## config.mk

```make
export PLATFORM = sky130hd
export DESIGN_NAME = shift_add_mult_ctrl
export DESIGN_NICKNAME = d
export VERILOG_FILES = /design/src/rtl/mult_pkg.sv /design/src/rtl/iter_counter.sv /design/src/rtl/shift_add_mult_ctrl.sv
export SDC_FILE = /design/constraint.sdc
export NUM_CORES = 1
export LEC_CHECK = 0
export ABC_AREA = 1
export CAP_MARGIN = 20
export CORE_AREA = 2 2 39 41
export DETAILED_ROUTE_END_ITERATION = 16
export DIE_AREA = 0 0 41 43
export DONT_BUFFER_PORTS = 1
export GPL_ROUTABILITY_DRIVEN = 0
export GPL_TIMING_DRIVEN = 0
export PLACE_DENSITY = 0.51
export SLEW_MARGIN = 15
export SYNTH_ARGS = -nofsm -noshare
export SYNTH_HDL_FRONTEND = slang
export SYNTH_HIERARCHICAL = 1
export SYNTH_SLANG_ARGS = --single-unit
```

## constraint.sdc

```tcl
create_clock -name clk -period 1.96 [get_ports clk]
set_input_delay 0.392 -clock clk [delete_from_list [all_inputs] [get_ports clk]]
set_output_delay 0.392 -clock clk [all_outputs]
set_load 0.02 [all_outputs]
```

## src/rtl/mult_pkg.sv

```systemverilog
// ----------------------------------------------------------------------------
// Module   : mult_pkg
// Purpose  : Shared definitions for the shift-add multiplier controller:
//            FSM state encoding, default operand width and the iteration
//            counter width derivation.
// Revision : 1.0 - initial release
// ----------------------------------------------------------------------------
`default_nettype none

package mult_pkg;

  // Default operand width; also the number of add/shift iterations.
  localparam int MULT_WIDTH = 8;

  // Controller states; codes 6 and 7 are unused and recover to IDLE.
  typedef enum logic [2:0] {
    ST_IDLE  = 3'd0,
    ST_LOAD  = 3'd1,
    ST_CHECK = 3'd2,
    ST_ADD   = 3'd3,
    ST_SHIFT = 3'd4,
    ST_DONE  = 3'd5
  } state_e;

  // Counter must hold WIDTH (reached after the final SHIFT), hence the +1.
  function automatic int cnt_width(input int width);
    return $clog2(width) + 1;
  endfunction

endpackage

`default_nettype wire

```

## src/rtl/iter_counter.sv

```systemverilog
// ----------------------------------------------------------------------------
// Module   : iter_counter
// Purpose  : Iteration counter for the multiplier controller. Synchronous
//            clear and increment; tc flags the last iteration (WIDTH-1).
// Revision : 1.0 - initial release
// ----------------------------------------------------------------------------
`default_nettype none

module iter_counter #(
  parameter int WIDTH = 8,
  parameter int CNT_W = 4
) (
  input  logic clk,
  input  logic reset,
  input  logic clear,
  input  logic inc,
  output logic tc
);

  logic [CNT_W-1:0] cnt;

  // Count completed iterations; clear has priority over increment.
  always_ff @(posedge clk) begin
    if (reset || clear) begin
      cnt <= '0;
    end else if (inc) begin
      cnt <= cnt + 1'b1;
    end
  end

  assign tc = (cnt == CNT_W'(WIDTH - 1));

endmodule

`default_nettype wire

```

## src/rtl/shift_add_mult_ctrl.sv

```systemverilog
// ----------------------------------------------------------------------------
// Module   : shift_add_mult_ctrl
// Purpose  : Control FSM for a sequential shift-add multiplier. Sequences
//            load, conditional add and shift once per multiplier bit and
//            pulses done after WIDTH iterations. Moore outputs only.
// Options  : MERGE_ADD_SHIFT_EN - removes the ADD state; the add enable is
//            issued together with shift_en in SHIFT using q0 captured in
//            CHECK, giving a fixed latency.
// Revision : 1.0 - initial release
// ----------------------------------------------------------------------------
`default_nettype none

module shift_add_mult_ctrl
  import mult_pkg::*;
#(
  parameter int WIDTH = MULT_WIDTH
) (
  input  logic clk,
  input  logic reset,
  input  logic start,
  input  logic q0,
  output logic load_regs,
  output logic clr_acc,
  output logic add_en,
  output logic shift_en,
  output logic busy,
  output logic done
);

  localparam int CNT_W = cnt_width(WIDTH);

  localparam logic [2:0] IDLE  = ST_IDLE;
  localparam logic [2:0] LOAD  = ST_LOAD;
  localparam logic [2:0] CHECK = ST_CHECK;
  localparam logic [2:0] ADD   = ST_ADD;
  localparam logic [2:0] SHIFT = ST_SHIFT;
  localparam logic [2:0] DONE  = ST_DONE;

  logic [2:0] state;
  logic [2:0] state_nxt;
  logic       cnt_clr;
  logic       cnt_inc;
  logic       cnt_tc;

  assign cnt_clr = (state == LOAD);
  assign cnt_inc = (state == SHIFT);

  iter_counter #(
    .WIDTH (WIDTH),
    .CNT_W (CNT_W)
  ) u_iter_counter (
    .clk   (clk),
    .reset (reset),
    .clear (cnt_clr),
    .inc   (cnt_inc),
    .tc    (cnt_tc)
  );

`ifdef MERGE_ADD_SHIFT_EN
  logic q0_r;

  // Capture the current multiplier bit so SHIFT can add and shift together.
  always_ff @(posedge clk) begin
    if (reset) begin
      q0_r <= 1'b0;
    end else if (state == CHECK) begin
      q0_r <= q0;
    end
  end
`endif

  // State register; reset overrides any pending start.
  always_ff @(posedge clk) begin
    if (reset) begin
      state <= IDLE;
    end else begin
      state <= state_nxt;
    end
  end

  // Next-state logic; unused encodings fall back to IDLE.
  always_comb begin
    state_nxt = IDLE;
    case (state)
      IDLE:  state_nxt = start ? LOAD : IDLE;
      LOAD:  state_nxt = CHECK;
`ifdef MERGE_ADD_SHIFT_EN
      CHECK: state_nxt = SHIFT;
      ADD:   state_nxt = IDLE;
`else
      CHECK: state_nxt = q0 ? ADD : SHIFT;
      ADD:   state_nxt = SHIFT;
`endif
      SHIFT: state_nxt = cnt_tc ? DONE : CHECK;
      DONE:  state_nxt = IDLE;
      default: state_nxt = IDLE;
    endcase
  end

  // Moore output decode from the registered state.
  always_comb begin
    load_regs = 1'b0;
    clr_acc   = 1'b0;
    add_en    = 1'b0;
    shift_en  = 1'b0;
    busy      = 1'b0;
    done      = 1'b0;
    case (state)
      LOAD: begin
        load_regs = 1'b1;
        clr_acc   = 1'b1;
        busy      = 1'b1;
      end
      CHECK: busy = 1'b1;
`ifndef MERGE_ADD_SHIFT_EN
      ADD: begin
        add_en = 1'b1;
        busy   = 1'b1;
      end
`endif
      SHIFT: begin
`ifdef MERGE_ADD_SHIFT_EN
        add_en   = q0_r;
`endif
        shift_en = 1'b1;
        busy     = 1'b1;
      end
      DONE: begin
        done = 1'b1;
        busy = 1'b1;
      end
      default: ;
    endcase
  end

endmodule

`default_nettype wire

```

* After elaboration in Yosys (flattened, before gate mapping)
Cells that the tools add are included.
** Operators by class
- Add/sub/neg operators :: 1
- Equality and inequality tests :: 6
- Multiplexer cells :: 9
- Reduce and logical (&&, ||, !) cells :: 3
** Operator list (number)
- one-hot mux 3 bit (5 select lines) :: 1
- equality test 3 x 2 -> 1 bit (second input constant) :: 2
- equality test 3 bit (second input constant) :: 2
- two-way mux 1 bit :: 6
- two-way mux 3 bit :: 2
- OR reduction 5 bit :: 1
- adder 4 x 1 -> 4 bit (second input constant) :: 1
- equality test 4 x 3 -> 1 bit (second input constant) :: 1
- equality test 3 x 1 -> 1 bit (second input constant) :: 1
- zero test 3 bit :: 1
- logical OR 1 bit :: 1
** Word-level totals
- Register bits after elaboration :: 7
- Input bits :: 4
- Output and inout bits :: 6
- Word-level logic and storage cells :: 21

* Logic depth before layout (Yosys ltp)
- Depth in word-level cells :: 3
- Mapped depth :: 7

* Hierarchy
Netlist, hierarchy kept.
** Modules (own cells, without submodules)
- shift_add_mult_ctrl :: times used 1, cells each 33, area each 212.7 um^2, sequential area each 60.1 um^2
- iter_counter :: times used 1, cells each 25, area each 177.7 um^2, sequential area each 80.1 um^2

* Worst setup path before layout
No wires, ideal clock.
- Kind :: register to register
- Start :: register state[2]
- End :: register u_iter_counter.cnt[3]
- Library setup time :: 113 ps
- Arrival :: 1638 ps
- Slack :: 210 ps
- Cell stages (with the launch flop) :: 8
- Path buffers :: 0
- Clock period less this slack :: 1750 ps
- Cells stage by stage :: dfxtp_1 > inv_2 > nor3_1 > nand2_2 > nor2_2 > nand2_1 > nand2_1 > nor2_1
** Between the ends
- Longest elaborated chain between the ends :: 2
- Elaborated cells between the ends (all ways) :: 3
- Classes of those cells :: 2 x eq/ne; 1 x reduce/logical
** Ends and longest elaborated chain
- from (decl) :: RTL line shift_add_mult_ctrl.sv:39 : logic [2:0] state;
- from (signal assigned) :: RTL line shift_add_mult_ctrl.sv:77 : state <= state_nxt;
- equality test 3 x 1 -> 1 bit :: RTL line shift_add_mult_ctrl.sv:45 : assign cnt_clr = (state == LOAD);
- logical OR 1 bit :: RTL line iter_counter.sv:24 : if (reset || clear) begin
- to (signal assigned) :: RTL line iter_counter.sv:27 : cnt <= cnt + 1'b1;
- to (decl) :: RTL line iter_counter.sv:20 : logic [CNT_W-1:0] cnt;
Several ways; a longest one is shown, not always the timed one.
A chain may end at the register's enable or synchronous reset.

* Final worst setup path
- Start :: register state[2]
- End :: output shift_en
** Between the ends
- Longest elaborated chain between the ends :: 2
** Ends and longest elaborated chain
- equality test 3 bit :: RTL line shift_add_mult_ctrl.sv:108 : case (state)
- two-way mux 1 bit :: RTL line shift_add_mult_ctrl.sv:108
- to (decl) :: RTL line shift_add_mult_ctrl.sv:25 : output logic shift_en,
Every way passes these cells.

==> results.toml <==
[run_status]
status = "finished, final reports clean"

[synth]
ys_seq_elements = 7
yosys_warnings = 6
synth.top_cell.area_share_pct = 35.9
postSynth.asyncResetShare_pct = 0
synth_ff_type = "dfxtp_1"
yosysSeqAreaShare_pct = 35.9
synth_area_sq_um = 390
synthTopCellsByCount = "nand2_1, nor2_1, dfxtp_1, inv_1, nand3_1"
synth_nets = 63
syn_avg_cell_area_sq_um = 6.73
synthTopCellsByArea = "dfxtp_1, nand2_1, nand3_1, nor2_1, inv_1"
ys_types = 16
syn_inst = 58
yosysTopAreaCell = "dfxtp_1"
yosysMostFrequentCell = "nand2_1"
synth_edf_count = 0

[finish]
post-route-util_pct = 32.3
drive_gt1_share_pct = 20.6
fillers = 161
fin_area_sq_um = 447
diodes = 0
area_growth_pct = 14.4
seq_area_sq_um = 140
nNetsFinal = 69
multiInputGateArea_sq_um = 203

[run]
maxCapViolations = 0

[clock_network]
cts_resized = 1
cts_sinks = 7
ctsHoldBuffers = 0
htree_levels = 1
clk_pin_slew_ns = 0.05
cts_tree = "yes"
cts-buffers-inserted = 3
clock_path_buffers = 2
root_buffer = "clkbuf_4"
cts_setup_buffers = 0
worstSkewPairLatency_ns = 0.25

[power]
p_per_area_mw_per_mm2 = 789
power_mw = 0.352
max-vdd-ir-drop_uv = 263
p_leak_nw = 0.225

[global_routing]
grt-ovfl-total = 0
grt_pass1_vias = 327
grt_pass1_wl_um = 1150
grt_start_max_net_pins = 10
antenna_found_initial = 0
grt.total_usage_pct = 9.95

[floorplan]
io_pins = 10
start_util_pct = 28.2
row_count = 14
die_y_um = 43
die_x_um = 41
die_area_sq_mm = 0.00176
core_sq_mm = 0.00138

[critical_path]
worstPathRequired_ns = 1.57
endpoint_kind = "output pin"
worstPathArrival_ns = 1.34
critPathKind = "register to output pin"
cp-start-kind = "register"
cp_max_fo = 6

[routing]
routed_wl_um = 714
post-route-drc-count = 0
drt_iter0_drc = 5
wl_per_cell_um = 9.04
first_pass_iters = 3
avgViaCountPerCell = 4.53
postRouteAntennaNets = 0
num_vias = 358

[timing]
worstMarginPinSlew_ns = 0.621
hold_viol = 0
fin_crit_sh_pct = 88.2
skew_ns = 0.000854
fin_setup_tns_ns = 0
slew_headroom_pct = 58.3
slew_violations = 0
rsz0062_at_grt = "false"
fmax_mhz = 579
period_needed_ns = 1.73
setup_viol = 0

[hold_path]
hp-class = "input port to register"

[placement]
place_area_sq_um = 415
dp_hpwl_um = 570
portBuffers = 0
state kept, by name (all words and copies together) (netlist names):
register and cells:
u_iter_counter/cnt 4, state 3
routing by layer:
layer | vias to the layer above | track usage, % | share of wire [%]
met4 | 0 | 10.0 | 1.7
li1 | 193 | - | -
met2 | 9 | 14.1 | 46
met1 | 154 | 10.3 | 46
met3 | 2 | 3.66 | 6.6
met5 | - | 0 | 0
cell usage in the layout (no fill, tap or decap):
master	count
nand3_2	1
buf_6	1
inv_2	2
clkbuf_4	3
o21ai_0	1
nor3_2	1
nor2_2	2
ha_1	1
nand2_2	1
clkbuf_1	1
buf_2	1
nand3_1	7
nor3_1	2
dfxtp_1	7
nand3b_1	2
inv_1	7
a21oi_1	3
nand2_1	10
buf_4	1
nor2_1	9
worst paths after layout:
check / start / to / slack (ns) / cells after the start
setup reg to reg: state[2] / u_iter_counter/cnt[1] / 0.58 / 5
setup / recovery: state[2] / shift_en / 0.23 / 3
hold reg to reg: u_iter_counter/cnt[0] / u_iter_counter/cnt[0] / 0.50 / 2
hold / removal: reset / state[0] / 0.31 / 3
power breakdown:
| part | internal, mW | switching, mW | leakage (nW) |
|---|---|---|---|
| Sequential | 0.149 | 0.00699 | 0.0568 |
| Clock | 0.0777 | 0.0540 | 0.0150 |
| Combinational | 0.0225 | 0.0425 | 0.153 |
| Total | 0.249 | 0.104 | 0.225 |
worst max-delay path, stage by stage (launching register included):
cell	delay, ns
dfxtp_1	0.43
inv_2	0.09
nor3_2	0.30
buf_2	0.26
per-stage QoR:
step                      cells  worst slack (ns)  hold slack, ns
after floorplan              58             0.210           0.478
after global placement       74           -0.0378           0.493
after detailed placement     75             0.260           0.500
after CTS                    79             0.202           0.307
after global routing         79             0.118           0.312
final                        79             0.232           0.313
layout make-up:
type	count	share of cell area, %
Clock buffer	4	5.88
Tap cell	16	4.48
Multi-Input combinational cell	40	45.4
Sequential cell	7	31.4
Inverter	9	7.56
Buffer	2	4.20
Timing Repair Buffer	1	1.12
cells by family after synthesis:
group	synth area share (%)
AND/OR/NAND/NOR	42.3
flip-flops	35.9
AO/OA/AOI/OAI	5.13
buffers and inverters	13.5
adder cells (fa/ha/maj)	3.20
Power figures use the tool's default switching activity.
